### src/rtl/s9234_tap_pkg.sv
// s9234_tap_pkg
//  Shared types for the s9234 TAP controller.
//  - tap_state_t : 16 TAP states. The encoding follows the conventional 1149.1 state codes, so a
//                  4-bit state value read off a debug probe matches the usual reference tables.
//  - OP_*        : 3-bit instruction opcodes. Wider IRs compare against these zero-extended.
//  - chain_sel_t : which data register sits between TDI and TDO during SHIFT_DR.
package s9234_tap_pkg;

   typedef enum logic [3:0] {
      EX2_DR = 4'h0,
      EX1_DR = 4'h1,
      SH_DR  = 4'h2,
      PAU_DR = 4'h3,
      SEL_IR = 4'h4,
      UPD_DR = 4'h5,
      CAP_DR = 4'h6,
      SEL_DR = 4'h7,
      EX2_IR = 4'h8,
      EX1_IR = 4'h9,
      SH_IR  = 4'hA,
      PAU_IR = 4'hB,
      RTI    = 4'hC,
      UPD_IR = 4'hD,
      CAP_IR = 4'hE,
      TLR    = 4'hF
   } tap_state_t;

   localparam logic [2:0] OP_EXTEST = 3'b000;
   localparam logic [2:0] OP_SAMPLE = 3'b001;
   localparam logic [2:0] OP_INTEST = 3'b010;
   localparam logic [2:0] OP_SCAN   = 3'b011;
   localparam logic [2:0] OP_IDCODE = 3'b110;
   localparam logic [2:0] OP_BYPASS = 3'b111;

   typedef enum logic [1:0] {
      SEL_BSR = 2'd0,
      SEL_ISR = 2'd1,
      SEL_BYP = 2'd2,
      SEL_IDC = 2'd3
   } chain_sel_t;

endpackage

### src/rtl/s9234_tap_fsm.sv
// s9234_tap_fsm
//  16-state TAP state machine: TMS next-state logic plus the state register, nothing else.
//  Ports:
//   clk        TCK, rising edge
//   rst_n      asynchronous active-low reset (forces TLR)
//   tms        mode select
//   state      current state (registered)
//   next_state state the FSM enters on the next rising edge; the top registers its control
//              decodes from this so the controls line up with the state they belong to
module s9234_tap_fsm
   import s9234_tap_pkg::*;
(
   input  logic       clk,
   input  logic       rst_n,
   input  logic       tms,
   output tap_state_t state,
   output tap_state_t next_state
);

   tap_state_t state_reg;

   always_comb begin
      next_state = state_reg;
      case (state_reg)
         TLR:     next_state = tms ? TLR    : RTI;
         RTI:     next_state = tms ? SEL_DR : RTI;
         SEL_DR:  next_state = tms ? SEL_IR : CAP_DR;
         CAP_DR:  next_state = tms ? EX1_DR : SH_DR;
         SH_DR:   next_state = tms ? EX1_DR : SH_DR;
         EX1_DR:  next_state = tms ? UPD_DR : PAU_DR;
         PAU_DR:  next_state = tms ? EX2_DR : PAU_DR;
         EX2_DR:  next_state = tms ? UPD_DR : SH_DR;
         UPD_DR:  next_state = tms ? SEL_DR : RTI;
         SEL_IR:  next_state = tms ? TLR    : CAP_IR;
         CAP_IR:  next_state = tms ? EX1_IR : SH_IR;
         SH_IR:   next_state = tms ? EX1_IR : SH_IR;
         EX1_IR:  next_state = tms ? UPD_IR : PAU_IR;
         PAU_IR:  next_state = tms ? EX2_IR : PAU_IR;
         EX2_IR:  next_state = tms ? UPD_IR : SH_IR;
         UPD_IR:  next_state = tms ? SEL_DR : RTI;
         default: next_state = TLR;
      endcase
   end

   always_ff @(posedge clk or negedge rst_n) begin
      if (!rst_n) state_reg <= TLR;
      else        state_reg <= next_state;
   end

   assign state = state_reg;

endmodule

### src/rtl/s9234_tap_ctrl.sv
// s9234_tap_ctrl
//  TAP controller and instruction decoder for the s9234 boundary-scan wrapper.
//  Holds the instruction register, bypass register and (optionally) the IDCODE register, decodes the
//  active instruction into BSR / internal-scan control strobes, and muxes the selected chain onto TDO.
//  Optional feature macro: S9234_TAP_IDCODE_EN
//   defined   -> 32-bit IDCODE register, opcode 110 selects it, reset instruction is IDCODE.
//                The IDCODE_VAL parameter exists only in this build.
//   undefined -> no IDCODE register, 110 behaves as BYPASS, reset instruction is BYPASS.
//  Ports:
//   CK, TRST_N           TCK and asynchronous active-low test reset
//   TMS, TDI             JTAG mode select / serial in
//   TDO_BSR, TDO_ISR     serial outputs of the boundary and internal scan chains
//   TDO, TDO_OE          serial out and its enable, both updated on falling CK
//   clockdr, shiftdr, updatedr, bs_en         boundary-scan chain controls
//   clockdr_is, shiftdr_is, updatedr_is       internal-scan chain controls
module s9234_tap_ctrl
   import s9234_tap_pkg::*;
#(
   parameter int IR_W = 3
`ifdef S9234_TAP_IDCODE_EN
   , parameter logic [31:0] IDCODE_VAL = 32'h0923_4001
`endif
)(
   input  logic CK,
   input  logic TRST_N,
   input  logic TMS,
   input  logic TDI,
   input  logic TDO_BSR,
   input  logic TDO_ISR,
   output logic TDO,
   output logic TDO_OE,
   output logic clockdr,
   output logic shiftdr,
   output logic updatedr,
   output logic bs_en,
   output logic clockdr_is,
   output logic shiftdr_is,
   output logic updatedr_is
);

   localparam logic [IR_W-1:0] IR_CAPTURE = IR_W'(2'b01);
`ifdef S9234_TAP_IDCODE_EN
   localparam logic [IR_W-1:0] IR_RESET = IR_W'(OP_IDCODE);
`else
   localparam logic [IR_W-1:0] IR_RESET = IR_W'(OP_BYPASS);
`endif

   // Unused and reserved opcodes fall through to BYPASS so an unknown
   // instruction never disturbs either scan chain.
   function automatic chain_sel_t decode_sel(input logic [IR_W-1:0] ir);
      case (ir)
         IR_W'(OP_EXTEST), IR_W'(OP_SAMPLE), IR_W'(OP_INTEST): decode_sel = SEL_BSR;
         IR_W'(OP_SCAN):   decode_sel = SEL_ISR;
`ifdef S9234_TAP_IDCODE_EN
         IR_W'(OP_IDCODE): decode_sel = SEL_IDC;
`else
         IR_W'(OP_IDCODE): decode_sel = SEL_BYP;
`endif
         IR_W'(OP_BYPASS): decode_sel = SEL_BYP;
         default:          decode_sel = SEL_BYP;
      endcase
   endfunction

   tap_state_t       state;
   tap_state_t       next_state;
   logic [IR_W-1:0]  ir_shift_reg;
   logic [IR_W-1:0]  ir_active_reg;
   logic [IR_W-1:0]  ir_active_next;
   chain_sel_t       sel_cur;
   chain_sel_t       sel_next;
   logic             bypass_reg;
   logic             clockdr_reg, shiftdr_reg, updatedr_reg, bs_en_reg;
   logic             clockdr_is_reg, shiftdr_is_reg, updatedr_is_reg;
   logic             tdo_reg, tdo_oe_reg;
   logic             tdo_next, tdo_oe_next;

   s9234_tap_fsm u_fsm (
      .clk        (CK),
      .rst_n      (TRST_N),
      .tms        (TMS),
      .state      (state),
      .next_state (next_state)
   );

   // The active IR follows the state the FSM is about to enter: it is already
   // the reset instruction while in TLR, and takes the shifted value on the
   // edge that leaves UPD_IR.
   always_comb begin
      ir_active_next = ir_active_reg;
      if (next_state == TLR)   ir_active_next = IR_RESET;
      else if (state == UPD_IR) ir_active_next = ir_shift_reg;
   end

   assign sel_cur  = decode_sel(ir_active_reg);
   assign sel_next = decode_sel(ir_active_next);

   always_ff @(posedge CK or negedge TRST_N) begin
      if (!TRST_N) begin
         ir_shift_reg    <= '0;
         ir_active_reg   <= IR_RESET;
         bypass_reg      <= 1'b0;
         clockdr_reg     <= 1'b0;
         shiftdr_reg     <= 1'b0;
         updatedr_reg    <= 1'b0;
         bs_en_reg       <= 1'b0;
         clockdr_is_reg  <= 1'b0;
         shiftdr_is_reg  <= 1'b0;
         updatedr_is_reg <= 1'b0;
      end else begin
         ir_active_reg <= ir_active_next;

         if (state == CAP_IR)     ir_shift_reg <= IR_CAPTURE;
         else if (state == SH_IR) ir_shift_reg <= {TDI, ir_shift_reg[IR_W-1:1]};

         if (state == CAP_DR)                          bypass_reg <= 1'b0;
         else if (state == SH_DR && sel_cur == SEL_BYP) bypass_reg <= TDI;

         // Decoded from next_state so each strobe is high during the state it belongs to.
         clockdr_reg     <= (sel_next == SEL_BSR) && (next_state == CAP_DR || next_state == SH_DR);
         shiftdr_reg     <= (sel_next == SEL_BSR) && (next_state == SH_DR);
         updatedr_reg    <= (sel_next == SEL_BSR) && (next_state == UPD_DR);
         clockdr_is_reg  <= (sel_next == SEL_ISR) && (next_state == CAP_DR || next_state == SH_DR);
         shiftdr_is_reg  <= (sel_next == SEL_ISR) && (next_state == SH_DR);
         updatedr_is_reg <= (sel_next == SEL_ISR) && (next_state == UPD_DR);
         bs_en_reg       <= (ir_active_next == IR_W'(OP_EXTEST)) || (ir_active_next == IR_W'(OP_INTEST));
      end
   end

`ifdef S9234_TAP_IDCODE_EN
   logic [31:0] idcode_reg;

   always_ff @(posedge CK or negedge TRST_N) begin
      if (!TRST_N)                                 idcode_reg <= IDCODE_VAL;
      else if (state == CAP_DR && sel_cur == SEL_IDC) idcode_reg <= IDCODE_VAL;
      else if (state == SH_DR && sel_cur == SEL_IDC)  idcode_reg <= {TDI, idcode_reg[31:1]};
   end
`endif

   always_comb begin
      tdo_next    = 1'b0;
      tdo_oe_next = 1'b0;
      case (state)
         SH_IR: begin
            tdo_next    = ir_shift_reg[0];
            tdo_oe_next = 1'b1;
         end
         SH_DR: begin
            tdo_oe_next = 1'b1;
            case (sel_cur)
               SEL_BSR: tdo_next = TDO_BSR;
               SEL_ISR: tdo_next = TDO_ISR;
`ifdef S9234_TAP_IDCODE_EN
               SEL_IDC: tdo_next = idcode_reg[0];
`endif
               default: tdo_next = bypass_reg;
            endcase
         end
         default: ;
      endcase
   end

   // TDO launches on the falling edge so the downstream device samples it
   // half a cycle later on its rising edge.
   always_ff @(negedge CK or negedge TRST_N) begin
      if (!TRST_N) begin
         tdo_reg    <= 1'b0;
         tdo_oe_reg <= 1'b0;
      end else begin
         tdo_reg    <= tdo_next;
         tdo_oe_reg <= tdo_oe_next;
      end
   end

   assign TDO         = tdo_reg;
   assign TDO_OE      = tdo_oe_reg;
   assign clockdr     = clockdr_reg;
   assign shiftdr     = shiftdr_reg;
   assign updatedr    = updatedr_reg;
   assign bs_en       = bs_en_reg;
   assign clockdr_is  = clockdr_is_reg;
   assign shiftdr_is  = shiftdr_is_reg;
   assign updatedr_is = updatedr_is_reg;

endmodule

### config.mk
export PLATFORM = sky130hd
export DESIGN_NAME = s9234_tap_ctrl
export DESIGN_NICKNAME = d
export VERILOG_FILES = /design/src/rtl/s9234_tap_pkg.sv /design/src/rtl/s9234_tap_fsm.sv /design/src/rtl/s9234_tap_ctrl.sv
export SDC_FILE = /design/constraint.sdc
export NUM_CORES = 1
export LEC_CHECK = 0
export CAP_MARGIN = 20
export CORE_MARGIN = 3
export CORE_UTILIZATION = 58
export CTS_BUF_LIST = sky130_fd_sc_hd__clkbuf_4 sky130_fd_sc_hd__clkbuf_8
export DETAILED_ROUTE_END_ITERATION = 16
export GPL_TIMING_DRIVEN = 0
export PLACE_DENSITY = 0.9
export SYNTH_ARGS = -nofsm -noshare
export SYNTH_HDL_FRONTEND = slang
export SYNTH_SLANG_ARGS = --single-unit
export TNS_END_PERCENT = 20
### constraint.sdc
create_clock -name CK -period 3.2 [get_ports CK]
set_clock_uncertainty 0.1 [all_clocks]
set_input_delay 0.32 -clock CK [delete_from_list [all_inputs] [get_ports CK]]
set_output_delay 0.32 -clock CK [all_outputs]
set_load 0.03 [all_outputs]
==> results of run 1 <==
## path summary, 6_finish.rpt
check / start / endpoint / slack (ns) / cells after the start
worst min register to register: bypass_reg / bypass_reg / 0.43 / 2
worst max register to register: ir_active_reg[2] / TDO / 0.06 / 3
worst min-delay path: TMS / u_fsm.state[0] / 0.26 / 3
worst max-delay path: ir_active_reg[2] / TDO / 0.06 / 3
max in group asynchronous: TRST_N / TDO_OE / 0.54 / 1
min in group asynchronous: TRST_N / updatedr / 0.40 / 1
## final cells by class
type	instances	area (um^2)
clock buffer	4	30.03
multi-input combinational	67	425.4
fill	110	381.6
inverter	3	11.26
tap	16	20.02
timing repair buffer	13	127.6
sequential	20	509.2
buffer	6	36.28
## kinds of logic (layout without fill, tap and decap cells)
logic type / Yosys count / count (layout) / share of synthesized area
AOI/OAI and AO/OA: 21 / 21 / 0.1389
DFF: 20 / 20 / 0.5185
buffers and inverters: 9 / 26 / 0.04841
and+or+nand+nor: 41 / 41 / 0.2382
muxes: 5 / 5 / 0.05605
## placed cells by master (no fill, tap or decap), types with 2 or more instances in the layout
cell / synthesis / routed
dlygate4sd2_1: 0 / 2
nand3b_1: 4 / 4
clkbuf_1: 2 / 2
dfrtn_1: 2 / 2
inv_1: 3 / 3
dfstp_2: 7 / 7
mux2i_1: 4 / 4
dfrtp_1: 11 / 11
a211o_1: 2 / 2
clkbuf_4: 0 / 4
buf_2: 2 / 2
o21ai_0: 6 / 6
nor2_1: 9 / 9
nand2b_1: 4 / 4
nand2_1: 14 / 14
clkdlybuf4s50_1: 0 / 11
nand3_1: 2 / 2
a21oi_1: 6 / 6
## cells in the mapped netlist, types with 3 or more instances
library cell | number | area share
dfstp_2 | 7 | 0.19
a21oi_1 | 6 | 0.031
nand2_1 | 14 | 0.054
nand3b_1 | 4 | 0.031
mux2i_1 | 4 | 0.041
dfrtp_1 | 11 | 0.28
nor2_1 | 9 | 0.034
nand2b_1 | 4 | 0.025
inv_1 | 3 | 0.011
o21ai_0 | 6 | 0.031
## worst reg2reg max path, cell delays in order, from the launching register on
cell and delay [ns]:
dfstp_2 0.53, clkbuf_1 0.31, a2111oi_0 0.19, a32o_1 0.25
## report_power, final
group | leakage, nW | internal, mW | switching [mW]
Combinational | 0.276 | 0.204 | 0.280
Sequential | 0.248 | 0.367 | 0.0852
Clock | 0.0184 | 0.0571 | 0.0730
Total | 0.543 | 0.629 | 0.438
## per-layer routing
metal | share of wire | up-vias
met4 | 0.030 | 0
met3 | 0.073 | 7
met2 | 0.50 | 33
met1 | 0.39 | 382
met5 | 0 | -
li1 | - | 374
## stage by stage
stage | util | hold slack, ns | cells
final | 0.7524 | 0.2626 | 129
after global routing | 0.7524 | 0.2795 | 129
after CTS | 0.7524 | 0.2572 | 129
after detailed placement | 0.7346 | 0.4043 | 125
after global placement | 0.7346 | 0.3935 | 125
after floorplan | - | -0.07559 | 96
## what timing repair did
item | in CTS | in global routing
resized for setup | 2 | 0
setup endpoints to repair | 2 | 0
buffers inserted | 0 | 0
endpoints found under the hold margin | 0 | 0
==> results by group, run 1 <==
Routing
  • Via Count: ~800
  • Final antenna-violating net count: 0
  • Wire per inst: 14.84 um
  • Initial DRC count: 23
  • Via/cell ratio: 6.171
  • DRT Pass-1 Iters: 5
  • DRC: 0
  • Post-Route WL: 1914 um

Worst setup path
  • Critical Path AT: between 1.5 and 2 ns
  • Crit-path cells: clkbuf_1 -> a2111oi_0 -> a32o_1
  • CP Max Fanout: 9
  • Worst path bufs/invs: 1
  • Kind of critical path: reg2reg
  • Top delay family on crit path: flip-flops
  • Required @ worst endpoint: 1.64 ns
  • Worst path slowest cell: dfstp_2
  • Critical Path End Type: register
  • Worst Setup Start Kind: register
  • Crit-path max cell delay: 0.53 ns

Cells and area
  • # diodes: 0
  • Layout Nets: 120
  • Area delta synth->final: 18.09%
  • Largest register FFs: 4
  • Layout cells sized above 1: 0.1593
  • Design Area, Final: 1160 um^2

Logic synthesis
  • Sequential fraction of the synthesis area: 0.5185
  • Ys async rst share: 1.000
  • Synthesized instance count: between 90 and 100
  • Cell area after synthesis: 982.2 um^2
  • Mapped Nets: 102
  • Register bit total from synthesis: 20
  • Avg Cell Area, Syn: 10.23 um^2
  • Yosys cell types: 33
  • Main flop type after synthesis: dfrtp_1
  • Warnings, synthesis: 0
  • Post-synth EDFFs: 0

GRT
  • GR Util met3: 0.02682
  • GRT Max-Usage Layer: met2
  • Initial antenna violation count: 0
  • Number of global-route vias before repair: 730
  • Met2 usage: 0.3360
  • M1 GR Usage: 0.2488
  • Global-route wire length before repair: 3111 um
  • GRT Total Usage: 0.2016
  • Largest net degree at the start of global routing: 21
  • Total gr overflow: 0

Die
  • Die Span X: 47.15 um
  • Die Ht: 47.15 um
  • Initial Util: 0.6372
  • CORE AREA: 1541 um^2
  • # IOs: 15
  • Die area: 2223 um^2
  • Num rows: 14

Clock network
  • Clk_lat worst skew: roughly 0.3 ns
  • CTS buffer count: 3
  • Clock Sink Count: 20
  • Reg clk slew, reported paths: 0.11 ns
  • # hold bufs at CTS: 0
  • CTS root buf: clkbuf_4
  • TritonCTS clock tree: yes
  • H-tree levels: 1
  • Max Buffers Root-to-Sink: 2

Placement
  • Placed standard-cell area: ~1100 um^2
  • GPL Wtd Cong: 0.8538
  • Dpl ws: -0.04040 ns
  • Port Buffers: 13
  • Dpl hpwl: 1385 um

Pwr
  • Maximum vdd drop: 0.5889 mV
  • Total Power: between 1 and 1.5 mW
  • PwrDens: 919.3 nW/um^2
  • LEAKAGE: 0.5427 nW

STA
  • RSZ-0062 raised after global routing: no
  • Slew headroom: 0.4153
  • Fin. Hold Viols: 0
  • Endpoints failing setup: 0
  • Fin. max-slew vios: 0
  • Setup TNS: 0 ns
  • Worst-margin pin slew: around 0.87 ns
  • Final Worst Setup Slack: roughly 0.064 ns

Hold path
  • Hold/Removal Path Class: in2reg

Status
  • Status: finished clean

Job
  • Max Cap Viol: 0
No activity file was read; power rests on OpenSTA's default activity.
==> inputs of run 2 (changes only) <==
--- a/config.mk
+++ b/config.mk
@@ -6,12 +6,13 @@
 export NUM_CORES = 1
 export LEC_CHECK = 0
 export CAP_MARGIN = 20
+export CORE_ASPECT_RATIO = 1.1
 export CORE_MARGIN = 3
-export CORE_UTILIZATION = 58
+export CORE_UTILIZATION = 35
 export CTS_BUF_LIST = sky130_fd_sc_hd__clkbuf_4 sky130_fd_sc_hd__clkbuf_8
 export DETAILED_ROUTE_END_ITERATION = 16
 export GPL_TIMING_DRIVEN = 0
-export PLACE_DENSITY = 0.9
+export PLACE_DENSITY = 0.61
 export SYNTH_ARGS = -nofsm -noshare
 export SYNTH_HDL_FRONTEND = slang
 export SYNTH_SLANG_ARGS = --single-unit
==> constraint.sdc (replaced) <==
create_clock -name CK -period 3.82 [get_ports CK]
set_clock_uncertainty 0.1 [all_clocks]
set_input_delay 0.382 -clock CK [delete_from_list [all_inputs] [get_ports CK]]
set_output_delay 0.382 -clock CK [all_outputs]
set_load 0.03 [all_outputs]
==> run 2 against run 1 <==
Compared with the run above:
- register-to-register slack improved by 0.33 ns
- sequential cell count unchanged
- die area increased by 56%
- routed wire length decreased by 3.5%
- total power decreased by 11%
- via count decreased by 8.3%
- design area increased by 3.8%
==> results by group, run 2 (synthesized netlist as in run 1, its figures left out) <==
GRT
  • Largest net degree at the start of global routing: 21 (unchanged)
  • Number of global-route vias before repair: 641 (-12%)
  • Initial antenna violation count: 0 (unchanged)
  • Global-route wire length before repair: 2918 um (-6.2%)
  • GRT Total Usage: 0.1109 (-0.09067)
  • Total gr overflow: 0 (unchanged)

Cells and area
  • Largest register FFs: 4 (unchanged)
  • # diodes: 0 (unchanged)
  • Layout Nets: 120 (unchanged)
  • Design Area, Final: 1204 um^2 (+3.8%)
  • Commonest non-fill, non-tap cell in the layout: nand2_1
  • Most frequent cells in the layout: nand2_1 (14), clkdlybuf4s50_1 (13), dfrtp_1 (11)
  • Filler cells: 252 (+130%)
  • Final core occ: 0.4645 (-0.2879)
  • Layout cells sized above 1: 0.1593 (unchanged)
  • Area of the multi-input gates: 425.4 um^2 (unchanged)
  • Sequential Area: 509.2 um^2 (unchanged)
  • Area delta synth->final: 22.55%

Routing
  • Initial DRC count: 7 (-70%)
  • Via/cell ratio: 5.069 (-18%)
  • Post-Route WL: 1847 um (-3.5%)
  • Wire per inst: 12.83 um (-14%)
  • Via Count: 730 (-8.3%)
  • Final antenna-violating net count: 0 (unchanged)
  • DRC: 0 (unchanged)
  • DRT Pass-1 Iters: 4 (-1)

Worst setup path
  • Crit-path cells: clkdlybuf4s50_1
  • Critical Path End Type: output port
  • Top delay family on crit path: buffers and inverters
  • Required @ worst endpoint: 3.34 ns (+1.70 ns)
  • CP Max Fanout: 1 (-8)
  • Worst path slowest cell: clkdlybuf4s50_1
  • Worst Setup Start Kind: register
  • Worst path bufs/invs: 1 (unchanged)
  • Crit-path max cell delay: 0.66 ns (+0.13 ns)
  • Critical Path AT: 3.26 ns (+1.68 ns)
  • Kind of critical path: reg2out

Hold path
  • Hold/Removal Path Class: in2reg

Clock network
  • Clock Sink Count: 20 (unchanged)
  • Reg clk slew, reported paths: 0.13 ns (+0.02 ns)
  • CTS buffer count: 3 (unchanged)
  • Post-CTS setup buffers: 0 (unchanged)
  • Number of gates resized after cts: 0 (-2)
  • TritonCTS clock tree: yes
  • # hold bufs at CTS: 0 (unchanged)
  • H-tree levels: 1 (unchanged)
  • Clk_lat worst skew: 0.30 ns (about the same)
  • Max Buffers Root-to-Sink: 2 (unchanged)
  • CTS root buf: clkbuf_4

STA
  • Slew headroom: 0.4153 (about the same)
  • Setup TNS: 0 ns (unchanged)
  • Fin. max-slew vios: 0 (unchanged)
  • Worst-margin pin slew: 0.8743 ns (-0.00001079 ns)
  • RSZ-0062 raised after global routing: no
  • Endpoints failing setup: 0 (unchanged)
  • Fin. Hold Viols: 0 (unchanged)

Pwr
  • Maximum vdd drop: 0.3284 mV (-44%)
  • LEAKAGE: 0.5433 nW (+0.12%)
  • PwrDens: 791.7 nW/um^2 (-14%)

Status
  • Status: finished clean

Placement
  • GPL Wtd Cong: 0.7779 (-8.9%)
  • Port Buffers: 13 (unchanged)
  • Placed standard-cell area: 1151 um^2 (+1.7%)
  • Dpl hpwl: 1280 um (-7.6%)

Die
  • CORE AREA: 2591 um^2 (+68%)
  • Die Ht: 61.56 um (+31%)
  • Num rows: 19 (+5)
  • Initial Util: 0.3790 (-0.2581)
  • Die area: 3479 um^2 (+56%)
  • Die Span X: 56.51 um (+20%)
  • # IOs: 15 (unchanged)

Job
  • Max Cap Viol: 0 (unchanged)
[run 2: changes by cell type in the layout (fill, tap and decap cells not counted)]
| cell | change |
|---|---|
| clkdlybuf4s50_1 | +2 |
| dlygate4sd2_1 | -2 |
| bufinv_16 | +1 |
| clkbuf_4 | -1 |
[run 2: path summary, 6_finish.rpt]
check	cells after the start	slack, ns	start	endpoint
worst max-delay path	1	0.07	TDO_OE	TDO_OE
worst min-delay path	3	0.32	TMS	u_fsm.state[0]
worst max register to register	4	0.39	u_fsm.state[1]	TDO
worst min register to register	2	0.44	bypass_reg	bypass_reg
max in group asynchronous	1	0.80	TRST_N	TDO_OE
min in group asynchronous	1	0.46	TRST_N	updatedr_is
[run 2: routing by layer]
metal	vias up	global-route usage	wire length (um)
met5	-	0	0
met4	0	0.05085	20
met3	2	0.02725	108
met2	25	0.1815	841
met1	332	0.1403	877
li1	371	-	-
[run 2: worst register-to-register path, cell delays in order (launching register included)]
cell and delay (ns):
dfstp_2 0.55, buf_6 0.12, nand2b_1 0.15, a2111oi_0 0.45
a32o_1 0.19
[run 2: power breakdown]
part	total (mW)	leakage [nW]	switching (mW)	internal, mW
clock	0.172	0.0279	0.0665	0.106
combinational	0.404	0.267	0.230	0.174
sequential	0.376	0.248	0.0685	0.307
[run 2: final cells by class]
class | instances | area share
Buffer | 6 | 0.03015
Clock buffer | 3 | 0.01871
Clock inverter | 1 | 0.02495
Inverter | 3 | 0.009356
Multi-Input combinational cell | 67 | 0.3534
Sequential cell | 20 | 0.4231
Tap cell | 31 | 0.03222
Timing Repair Buffer | 13 | 0.1081
[run 2: per-stage QoR]
step,power [mW],std cells,setup slack (ns),hold WS [ns]
after CTS,0.9566,144,0.06097,0.3061
after global routing,1.024,144,0.01424,0.3247
after floorplan,0.6793,96,0.5703,-0.01359
final,0.9529,144,0.07444,0.3239
after global placement,0.7762,140,0.2255,0.3961
after detailed placement,0.7826,140,0.2324,0.4108
==> inputs of run 3 (changes only) <==
--- a/config.mk
+++ b/config.mk
@@ -7,12 +7,11 @@
 export LEC_CHECK = 0
 export CAP_MARGIN = 20
 export CORE_ASPECT_RATIO = 1.1
-export CORE_MARGIN = 3
-export CORE_UTILIZATION = 35
+export CORE_UTILIZATION = 31
 export CTS_BUF_LIST = sky130_fd_sc_hd__clkbuf_4 sky130_fd_sc_hd__clkbuf_8
 export DETAILED_ROUTE_END_ITERATION = 16
 export GPL_TIMING_DRIVEN = 0
-export PLACE_DENSITY = 0.61
+export PLACE_DENSITY = 0.56
 export SYNTH_ARGS = -nofsm -noshare
 export SYNTH_HDL_FRONTEND = slang
 export SYNTH_SLANG_ARGS = --single-unit
==> run 3 against run 2 <==
Compared with the run above:
- register-to-register slack gained 0.02 ns
- total power down 5.3%
- routed wire length increased by 0.22%
- die area fell by 2.3%
- hold slack better by 0.020 ns
- count of clock-buffer cells in the layout rose by 1
- critical path type unchanged
- critical endpoint unchanged
==> results by group, run 3 (synthesized netlist as in run 1, its figures left out) <==
Pwr
  • PwrDens: 757.6 nW/um^2 (-4.3%)
  • LEAKAGE: 0.5364 nW (-1.3%)
  • Maximum vdd drop: 0.2914 mV (-11%)

GRT
  • Initial antenna violation count: 0 (unchanged)
  • Number of global-route vias before repair: 728 (+14%)
  • Global-route wire length before repair: 3332 um (+14%)
  • Largest net degree at the start of global routing: 21 (unchanged)
  • GRT Total Usage: 0.1256 (+0.01472)
  • Total gr overflow: 0 (unchanged)

Worst setup path
  • Required @ worst endpoint: 3.34 ns (about the same)
  • Worst Setup Start Kind: register
  • Worst path slowest cell: clkdlybuf4s50_1
  • CP Max Fanout: 1 (unchanged)
  • Crit-path cells: clkdlybuf4s50_1
  • Kind of critical path: reg2out
  • Top delay family on crit path: buffers and inverters
  • Critical Path AT: 3.25 ns (about the same)
  • Worst path bufs/invs: 1 (unchanged)
  • Critical Path End Type: output port
  • Crit-path max cell delay: 0.66 ns (about the same)

Cells and area
  • Layout Nets: 120 (unchanged)
  • Largest register FFs: 4 (unchanged)
  • Filler cells: 295 (+17%)
  • Layout cells sized above 1: 0.1593 (unchanged)
  • # diodes: 0 (unchanged)
  • Commonest non-fill, non-tap cell in the layout: nand2_1
  • Final non-filler cell total: 147 (+2.1%)
  • Most frequent cells in the layout: nand2_1 (14), clkdlybuf4s50_1 (13), dfrtp_1 (11)
  • Area delta synth->final: 21.27%

Clock network
  • CTS buffer count: 3 (unchanged)
  • TritonCTS clock tree: yes
  • # hold bufs at CTS: 0 (unchanged)
  • Max Buffers Root-to-Sink: 2 (unchanged)
  • Clock Sink Count: 20 (unchanged)
  • Number of gates resized after cts: 0 (unchanged)
  • Reg clk slew, reported paths: 0.11 ns (-0.02 ns)
  • Clk_lat worst skew: 0.30 ns (about the same)
  • CTS root buf: clkbuf_4
  • Post-CTS setup buffers: 0 (unchanged)
  • H-tree levels: 1 (unchanged)

Hold path
  • Hold/Removal Path Class: in2reg

STA
  • Endpoints failing setup: 0 (unchanged)
  • Worst-margin pin slew: 0.8679 ns (-0.006357 ns)
  • Slew headroom: 0.4196 (+0.004251)
  • Fin. max-slew vios: 0 (unchanged)
  • Fin. Hold Viols: 0 (unchanged)
  • Setup TNS: 0 ns (unchanged)
  • RSZ-0062 raised after global routing: no

Routing
  • Via Count: 773 (+5.9%)
  • DRT Pass-1 Iters: 4 (unchanged)
  • Initial DRC count: 8 (+1)
  • Post-Route WL: 1851 um (+0.22%)
  • Via/cell ratio: 5.259 (+3.7%)
  • Final antenna-violating net count: 0 (unchanged)
  • Wire per inst: 12.59 um (-1.8%)
  • DRC: 0 (unchanged)

Die
  • Die Ht: 61.04 um (-0.85%)
  • CORE AREA: 3022 um^2 (+17%)
  • Initial Util: 0.3251 (-0.05399)
  • Die Span X: 55.67 um (-1.5%)
  • # IOs: 15 (unchanged)
  • Die area: 3398 um^2 (-2.3%)
  • Num rows: 21 (+2)

Placement
  • GPL Wtd Cong: 0.8130 (+4.5%)
  • Dpl cells: 143 (+2.1%)
  • Dpl hpwl: 1354 um (+5.8%)
  • Port Buffers: 13 (unchanged)

Status
  • Status: finished clean

Job
  • Max Cap Viol: 0 (unchanged)
## run 3: worst paths after layout
kind	startpoint	end	slack, ns	depth (start not counted)
setup / recovery	TDO_OE	TDO_OE	0.08	1
hold / removal	TMS	u_fsm.state[0]	0.34	3
setup reg to reg	u_fsm.state[1]	TDO	0.41	4
hold reg to reg	bypass_reg	bypass_reg	0.46	2
max in group asynchronous	TRST_N	TDO_OE	0.80	1
min in group asynchronous	TRST_N	shiftdr	0.47	1
## run 3: metal layers
metal	up-vias	routed length (um)	GRT usage
met5	-	0	0
met4	0	46	0.06429
met3	4	73	0.02311
met2	22	927	0.2151
met1	376	804	0.1557
li1	371	-	-
## run 3: where the power goes
group / switching (mW) / internal, mW
combinational: 0.228 / 0.175
clock: 0.0640 / 0.0581
sequential: 0.0700 / 0.307
## run 3: worst register-to-register path, delay by kind of cell (launching register included)
| family | cells | cell delay, ns |
|---|---|---|
| buffers and inverters | 1 | 0.12 |
| and+or+nand+nor | 1 | 0.15 |
| AOI/OAI and AO/OA | 2 | 0.64 |
| DFF | 1 | 0.54 |
## run 3: cell type report
type / count / area [um^2] / area share
well taps: 34 / 42.54 / 0.03571
plain buffers: 6 / 36.28 / 0.03046
inverters: 3 / 11.26 / 0.009454
multi-input cells: 67 / 425.4 / 0.3571
clock buffers: 4 / 36.28 / 0.03046
flip-flops and latches: 20 / 509.2 / 0.4275
repair buffers: 13 / 130.1 / 0.1092
## run 3: per-stage QoR
step           worst slack (ns)  area, um^2  total power, mW    util  hold WS, ns
6_report                0.08382        1191           0.9025  0.3942       0.3437
5_1_grt                 0.02957        1191           0.9811  0.3942       0.3682
4_1_cts                 0.07017        1191           0.9114  0.3942       0.3193
3_5_place_dp             0.2195        1155           0.7865  0.3822       0.4339
3_3_place_gp             0.2338        1155           0.7810  0.3822       0.3930
2_1_floorplan            0.5703       982.2           0.6793       -     -0.01359
